--- src/rtl/uart_rx_cmd_parser.sv ---
// Byte-stream command parser: SYNC, ADDR, DATA_HI, DATA_LO, CHK frames become register-write strobes.
// Optional saturating error counter on err_cnt_o is enabled by defining RXP_ERRCNT_EN.
module uart_rx_cmd_parser #(
   parameter logic [7:0]  SYNC_BYTE   = 8'hA5,
   parameter int unsigned TIMEOUT_CYC = 50000
) (
   input  logic        clk_i,
   input  logic        rst_i,
   input  logic [7:0]  rx_data_i,
   input  logic        rx_valid_i,
   output logic        wr_en_o,
   output logic [7:0]  wr_addr_o,
   output logic [15:0] wr_data_o,
   output logic        err_o,
   output logic [1:0]  err_code_o,
`ifdef RXP_ERRCNT_EN
   output logic [7:0]  err_cnt_o,
`endif
   output logic        busy_o
);

   localparam int unsigned    CNT_W = $clog2(TIMEOUT_CYC);
   localparam logic [CNT_W-1:0] TERM = CNT_W'(TIMEOUT_CYC - 1);

   typedef enum logic [2:0] {
      IDLE,
      S_ADDR,
      S_DHI,
      S_DLO,
      S_CHK
   } state_t;

   state_t            state_q;
   logic [CNT_W-1:0]  cnt_q, cnt_d;
   logic              tmo;
   logic              chk_bad;
   logic [7:0]        addr_q, dhi_q, dlo_q, chk_q;
   logic              wr_en_q, err_q, busy_q;
   logic [7:0]        wr_addr_q;
   logic [15:0]       wr_data_q;
   logic [1:0]        err_code_q;

   // A byte arriving on the terminal cycle clears the counter, so it always beats the timeout.
   always_comb begin
      cnt_d = cnt_q;
      if (state_q == IDLE || rx_valid_i) begin
         cnt_d = '0;
      end else if (cnt_q != TERM) begin
         cnt_d = cnt_q + CNT_W'(1);
      end
      tmo     = (state_q != IDLE) && !rx_valid_i && (cnt_d == TERM);
      chk_bad = rx_valid_i && (state_q == S_CHK) && (rx_data_i != chk_q);
   end

   always_ff @(posedge clk_i or posedge rst_i) begin
      if (rst_i) begin
         state_q    <= IDLE;
         cnt_q      <= '0;
         addr_q     <= '0;
         dhi_q      <= '0;
         dlo_q      <= '0;
         chk_q      <= '0;
         wr_en_q    <= 1'b0;
         err_q      <= 1'b0;
         busy_q     <= 1'b0;
         wr_addr_q  <= '0;
         wr_data_q  <= '0;
         err_code_q <= '0;
      end else begin
         wr_en_q <= 1'b0;
         err_q   <= 1'b0;
         cnt_q   <= cnt_d;
         if (tmo) begin
            state_q    <= IDLE;
            busy_q     <= 1'b0;
            err_q      <= 1'b1;
            err_code_q <= 2'b10;
         end else if (rx_valid_i) begin
            case (state_q)
               IDLE: begin
                  if (rx_data_i == SYNC_BYTE) begin
                     state_q <= S_ADDR;
                     busy_q  <= 1'b1;
                  end
               end
               S_ADDR: begin
                  addr_q  <= rx_data_i;
                  chk_q   <= rx_data_i;
                  state_q <= S_DHI;
               end
               S_DHI: begin
                  dhi_q   <= rx_data_i;
                  chk_q   <= chk_q ^ rx_data_i;
                  state_q <= S_DLO;
               end
               S_DLO: begin
                  dlo_q   <= rx_data_i;
                  chk_q   <= chk_q ^ rx_data_i;
                  state_q <= S_CHK;
               end
               S_CHK: begin
                  if (chk_bad) begin
                     err_q      <= 1'b1;
                     err_code_q <= 2'b01;
                  end else begin
                     wr_en_q   <= 1'b1;
                     wr_addr_q <= addr_q;
                     wr_data_q <= {dhi_q, dlo_q};
                  end
                  state_q <= IDLE;
                  busy_q  <= 1'b0;
               end
               default: begin
                  state_q <= IDLE;
                  busy_q  <= 1'b0;
               end
            endcase
         end
      end
   end

`ifdef RXP_ERRCNT_EN
   logic [7:0] err_cnt_q;

   always_ff @(posedge clk_i or posedge rst_i) begin
      if (rst_i) begin
         err_cnt_q <= '0;
      end else if ((tmo || chk_bad) && err_cnt_q != 8'hFF) begin
         err_cnt_q <= err_cnt_q + 8'd1;
      end
   end

   assign err_cnt_o = err_cnt_q;
`endif

   assign wr_en_o    = wr_en_q;
   assign wr_addr_o  = wr_addr_q;
   assign wr_data_o  = wr_data_q;
   assign err_o      = err_q;
   assign err_code_o = err_code_q;
   assign busy_o     = busy_q;

endmodule

--- config.mk ---
export PLATFORM = sky130hd
export DESIGN_NAME = uart_rx_cmd_parser
export DESIGN_NICKNAME = d
export VERILOG_FILES = /design/src/rtl/uart_rx_cmd_parser.sv
export SDC_FILE = /design/constraint.sdc
export NUM_CORES = 1
export LEC_CHECK = 0
export BUFFER_PORTS_ARGS = -buffer_cell sky130_fd_sc_hd__buf_2
export CAP_MARGIN = 15
export CORE_ASPECT_RATIO = 0.7
export CORE_MARGIN = 2
export CORE_UTILIZATION = 50
export DETAILED_ROUTE_END_ITERATION = 16
export HOLD_SLACK_MARGIN = 0.1
export PLACE_DENSITY = 0.76
export SLEW_MARGIN = 25
export SYNTH_ARGS = -nofsm -noshare
export SYNTH_HDL_FRONTEND = slang
export SYNTH_SLANG_ARGS = --single-unit
--- constraint.sdc ---
create_clock -name clk_i -period 3.5 [get_ports clk_i]
set_input_delay 0.175 -clock clk_i [delete_from_list [all_inputs] [get_ports clk_i]]
set_output_delay 0.175 -clock clk_i [all_outputs]
set_load 0.01 [all_outputs]
==> flow_metrics.tcl, run 1 <==
set metrics [dict create \
    core-area_mm2 0.00719 \
    yosys.area.top_type "dfrtp_1" \
    worstMarginPinSlew_ps 672 \
    syn_area_per_cell_um2 11.3 \
    synth_area_mm2 0.00366 \
    fin_crit_sh_pct 73.0 \
    power.leakage_nw 1.95 \
    setup_slack_ps 947 \
    wl_per_cell_um 16.0 \
    fin_util_pct 58.1 \
    drv_slew 0 \
    rows 26 \
    clkTransAtPathRegs_ps 80 \
    cts_tree "built" \
    gp_congestion 0.870 \
    die_w_um 106 \
    power.clock.fraction_pct 26.4 \
    synth-seq-cells 80 \
    period_needed_ps 2550 \
    drc 0 \
    hold_violations 0 \
    start_kind "flip-flop" \
    grt_max_degree 55 \
    pwr-share-comb_pct 22.1 \
    path_class "flip-flop to flip-flop" \
    antenna_found_initial 0 \
    dpl.hpwl_um 5370 \
    num_antenna_cells 0 \
    cts_sinks 80 \
    area_delta_synth_final_pct 14.0 \
    port_buffers 39 \
    drtIter0Drc 178 \
    synth_common_cells "80 x dfrtp_1, 41 x mux2_2, 33 x nand2_1" \
    synth_area_leaders "dfrtp_1 55%, mux2_2 13%, xnor2_1 3.6%, nand2_1 3.4%, a21oi_1 3.0%" \
    worst-path-max-fanout 12 \
    place_ws_ps 991 \
    synthMuxAreaShare_pct 13.2 \
    clock.fmax_mhz 392 \
    worstPathRequired_ps 3720 \
    post-cts-setup-buffer-count 0 \
    drtAntennaViolNets 0 \
    grt_usage_pct 20.3 \
    rsz0062_at_grt "false" \
    setup_violations 0 \
    clock_skew_ps 13.5 \
    end_kind "flip-flop" \
    p_int_mw 1.75 \
    cts.htree.levels 3 \
    cts_resized 0 \
    synth_edf_count 0 \
    busiest_layer "met2" \
    fp.dieH_um 75.6 \
    fin_nets 379 \
    seqPwrFrac_pct 51.5 \
    p_sw_mw 0.806 \
    drt-total-wl_um 7540 \
    vias_per_cell 5.69 \
    synth_compound_area_share_pct 7.58 \
    arrival_ps 2770 \
    peakVddDrop_mv 0.329 \
    synthSimpleGateAreaFrac_pct 17.9 \
    grtUsageMet1_pct 28.9 \
    maxCapViolations 0 \
    grt_pass1_vias 2537 \
    grt-ovfl-total 0 \
    power.density_mw_per_mm2 612 \
    status "completed" \
    synth_xor_area_share_pct 4.30 \
    nFillCells 602 \
    switching_share_pct 31.5 \
    vias 2673 \
    grt_pass1_wl_um 12500 \
    syn_inst 324 \
    synth-adder-area-share_pct 0.342 \
    synth.net_count 336 \
    grtUsageMet2_pct 29.8 \
    io_pins 40 \
    ys_types 45 \
    setup_tns_ps 0 \
    hold_path_class "input port to flip-flop" \
    cts_buffers 9 \
    synth_top_area_share_pct 54.7 \
    async_flop_share_pct 100 \
    synth_most_common_cell "dfrtp_1" \
    cts_root_buf "clkbuf_8" \
    clk-insertion-delay-late_ps 350 \
    synth_top_family_by_area "simple AND/OR/NAND/NOR gates" \
    dieArea_mm2 0.00804 \
    clockBufferDepth 2 \
    met3_usage_pct 6.33 \
    start_util_pct 50.9 \
    ys_seq_area_share_pct 54.7 \
    ys.flop_type "dfrtp_1" \
    relSlewSlack_pct 55.2 \
    firstDrtPassIters 5 \
    ys_warn_count 0 \
    drive_gt1_share_pct 29.0 \
]
path summary, 6_finish.rpt:
kind / from / endpoint / slack [ps] / cells past startpoint
min in group asynchronous: rst_i / wr_addr_o[5] / 380 / 3
hold / removal: rx_data_i[2] / addr_q[2] / 130 / 3
max in group asynchronous: rst_i / cnt_q[7] / 2090 / 4
setup reg to reg: cnt_q[3] / state_q[0] / 950 / 6
setup / recovery: cnt_q[3] / state_q[0] / 950 / 6
hold reg to reg: err_code_o[1] / err_code_o[1] / 480 / 1
metrics by stage:
step           cells  hold slack [ps]  instance area [um2]  total power [mW]
6_report         470              127                 4170              2.56
5_1_grt          470              125                 4170              2.73
4_1_cts          470              113                 4170              2.58
3_5_place_dp     452              197                 3960              1.90
3_3_place_gp     452              187                 3960              1.86
2_1_floorplan    324              270                 3660              1.75
power by group through the flow:
stage               combinational [mW]  clock, mW  sequential [mW]
detailed placement               0.562          0             1.34
global placement                 0.537          0             1.32
CTS                              0.569      0.691             1.32
floorplan                        0.480          0             1.27
finish                           0.565      0.674             1.32
global route                     0.636      0.732             1.36
state kept, by name (all words and copies together) (netlist names):
signal and flops:
addr_q 8, busy_o 1, chk_q 8, cnt_q 16, dhi_q 8, dlo_q 8
err_code_o 2, err_o 1, state_q 3, wr_addr_o 8, wr_data_o 16, wr_en_o 1
repair_timing:
item                       in CTS  in global routing
hold buffers                    2                  0
hold endpoints to repair       27                  0
setup endpoints to repair       0                  0
layout make-up:
class	instances	area, um2	share of cell area (%)
Clock inverter	6	67.6	1.62
Sequential cell	80	2000	48.0
Clock buffer	10	128	3.06
Multi-Input combinational cell	224	1590	38.0
Timing Repair Buffer	44	238	5.70
Inverter	8	31.3	0.749
Tap cell	98	123	2.94
cell usage in the layout (no fill, tap or decap), drive strengths merged, types with 5 or more instances in the layout:
| cell type | instances |
|---|---|
| dfrtp | 80 |
| xnor2 | 15 |
| or3 | 6 |
| o21ai | 6 |
| a21oi | 22 |
| nand4 | 6 |
| nand4b | 5 |
| mux2 | 41 |
| buf | 42 |
| clkbuf | 10 |
| nand2 | 34 |
| nor2 | 29 |
| inv | 8 |
| a311oi | 7 |
| nand3 | 9 |
worst max-delay path, cell delays in order, from the launching register on:
cell	delay, ps
dfrtp_1	460
nand4_1	450
nor4b_1	600
and4b_1	260
a211oi_1	100
nor4_4	440
o21ai_1	120
per-layer routing:
layer	vias up	routed length (um)	share of wire [%]
met4	0	96	1.3
met3	10	578	7.7
li1	1238	-	-
met5	-	0	0
met1	1318	3570	47
met2	107	3300	44
logic make-up (layout without fill, tap and decap cells):
kind of cell / count (synthesis) / in the layout
flops: 80 / 80
mux: 43 / 43
buf+inv: 20 / 68
simple gates: 117 / 117
compound gates: 45 / 45
xor+xnor: 18 / 18
fa+ha+maj: 1 / 1
Power figures use the tool's default switching activity.
==> inputs of run 2 (changes only) <==
- PLACE_DENSITY: 0.76 -> 0.78
- clock period: 3.5 -> 2.1 ns (I/O delays scaled with it)
==> run 2 against run 1 <==
Net effect:
- the run now ends with negative setup slack left
- largest cell class unchanged
- clock-buffer cell count increased by 1
- die area unchanged
- global-route usage increased by 1.3 points
- clock skew is 3.0 ps lower
- core utilization is 6.0 points higher
- non-clock buffer count up 42
- via count grew 5.4%
- flip-flop and latch count unchanged
==> flow_metrics.tcl, run 2 (synthesis results as in run 1) <==
set metrics [dict create \
    status "finished, violations left" \
    violations "negative setup slack" \
    relSlewSlack_pct 54.8 \
    drv_slew 0 \
    drive_gt1_share_pct 37.2 \
    setup_slack_ps -17.0 \
    gp_congestion 0.939 \
    dpl.hpwl_um 5740 \
    peakVddDrop_mv 0.573 \
    grt_usage_pct 21.6 \
    clock.fmax_mhz 472 \
    end_kind "flip-flop" \
    drc 0 \
    cts_tree "built" \
    final_common_cell "dfrtp_1" \
    hold_path_class "input port to async pin" \
    fin_crit_sh_pct 101 \
    firstDrtPassIters 4 \
    power.density_mw_per_mm2 987 \
    multi_input_area_mm2 0.00166 \
    grt_pass1_vias 2729 \
    start_kind "flip-flop" \
    cts_root_buf "clkbuf_8" \
    wl_per_cell_um 16.4 \
    port_buffers 39 \
    cts_buffers 9 \
    vias 2818 \
    worst-path-max-fanout 7 \
    cts.htree.levels 3 \
    path_class "flip-flop to flip-flop" \
    die_w_um 106 \
    clkTransAtPathRegs_ps 80 \
    maxCapViolations 0 \
    power.leakage_nw 2.17 \
    area_delta_synth_final_pct 25.8 \
    final_cell_mix "76 x dfrtp_1, 41 x mux2_2, 39 x buf_2" \
    num_antenna_cells 0 \
    setup_tns_ps -17.0 \
    clockBufferDepth 2 \
    clock_skew_ps 10.4 \
    nFillCells 531 \
    setup_violations 1 \
    arrival_ps 2340 \
    start_util_pct 50.9 \
    cts_sinks 80 \
    worstMarginPinSlew_ps 676 \
    fin_nets 421 \
    fp.dieH_um 75.6 \
    place_ws_ps -144 \
    period_needed_ps 2120 \
    drt-total-wl_um 8380 \
    hold_violations 0 \
    drtIter0Drc 235 \
    layout.area.seq_mm2 0.00201 \
    rsz0062_at_grt "true" \
    core-area_mm2 0.00719 \
    io_pins 40 \
    finalPower_mw 4.55 \
    worstPathRequired_ps 2320 \
    grt_max_degree 30 \
    drtAntennaViolNets 0 \
    rows 26 \
    grt_pass1_wl_um 13300 \
    vias_per_cell 5.50 \
    clk-insertion-delay-late_ps 340 \
    dieArea_mm2 0.00804 \
    holdWs_ps 398 \
    antenna_found_initial 0 \
    grt-ovfl-total 0 \
]
## run 2: cell type report
type	instances	share of cell area, %
sequential	80	43.6
multi-input combinational	224	35.9
timing repair buffer	86	12.5
clock buffer	11	2.85
tap	98	2.66
clock inverter	5	1.76
inverter	8	0.733
## run 2: final timing paths
path / startpoint / to / slack, ps / depth (start not counted)
min in group clk_i: addr_q[0] / addr_q[0] / 470 / 2
worst max-delay path: cnt_q[10] / state_q[0] / -20 / 7
worst max register to register: cnt_q[10] / state_q[0] / -20 / 7
max in group asynchronous: rst_i / wr_addr_o[7] / 980 / 4
worst min-delay path: rst_i / wr_en_o / 400 / 3
worst min register to register: addr_q[0] / addr_q[0] / 470 / 2
## run 2: what timing repair did
item                                    in CTS  in global routing
buffers inserted                             4                  1
gates resized for setup                     10                  5
hold buffers                                10                  0
endpoints found under the setup margin       9                  9
cloned                                       0                  0
hold endpoints to repair                    40                  0
pin swaps                                    7                  3
## run 2: critical path, cell delays in order, from the launching register on
cell and delay (ps):
dfrtp_1 380, or4_4 570, nor4_4 230, xnor2_1 190
nand4_1 160, nor4_4 260, buf_6 160, o21ai_1 70
## run 2: power breakdown
group          internal [mW]  leakage [nW]  switching [mW]
clock network          0.671         0.104           0.549
logic                  0.573          1.02           0.604
registers               1.91          1.04           0.245
total                   3.15          2.17            1.40
## run 2: per-layer routing
| metal | global-route usage (%) | part of all wire [%] | up-vias | wire length (um) |
|---|---|---|---|---|
| met4 | 7.60 | 0.88 | 0 | 74 |
| met1 | 32.2 | 49 | 1387 | 4090 |
| li1 | - | - | 1328 | - |
| met2 | 31.1 | 45 | 93 | 3770 |
| met5 | 0 | 0 | - | 0 |
| met3 | 5.05 | 5.4 | 10 | 451 |
## run 2: metrics by stage
step / instances / instance area (um2) / utilization, %
after detailed placement: 481 / 4190 / 58.2
after global placement: 481 / 4190 / 58.2
after CTS: 511 / 4580 / 63.7
final: 512 / 4610 / 64.1
after floorplan: 324 / 3670 / -
after global routing: 512 / 4610 / 64.1
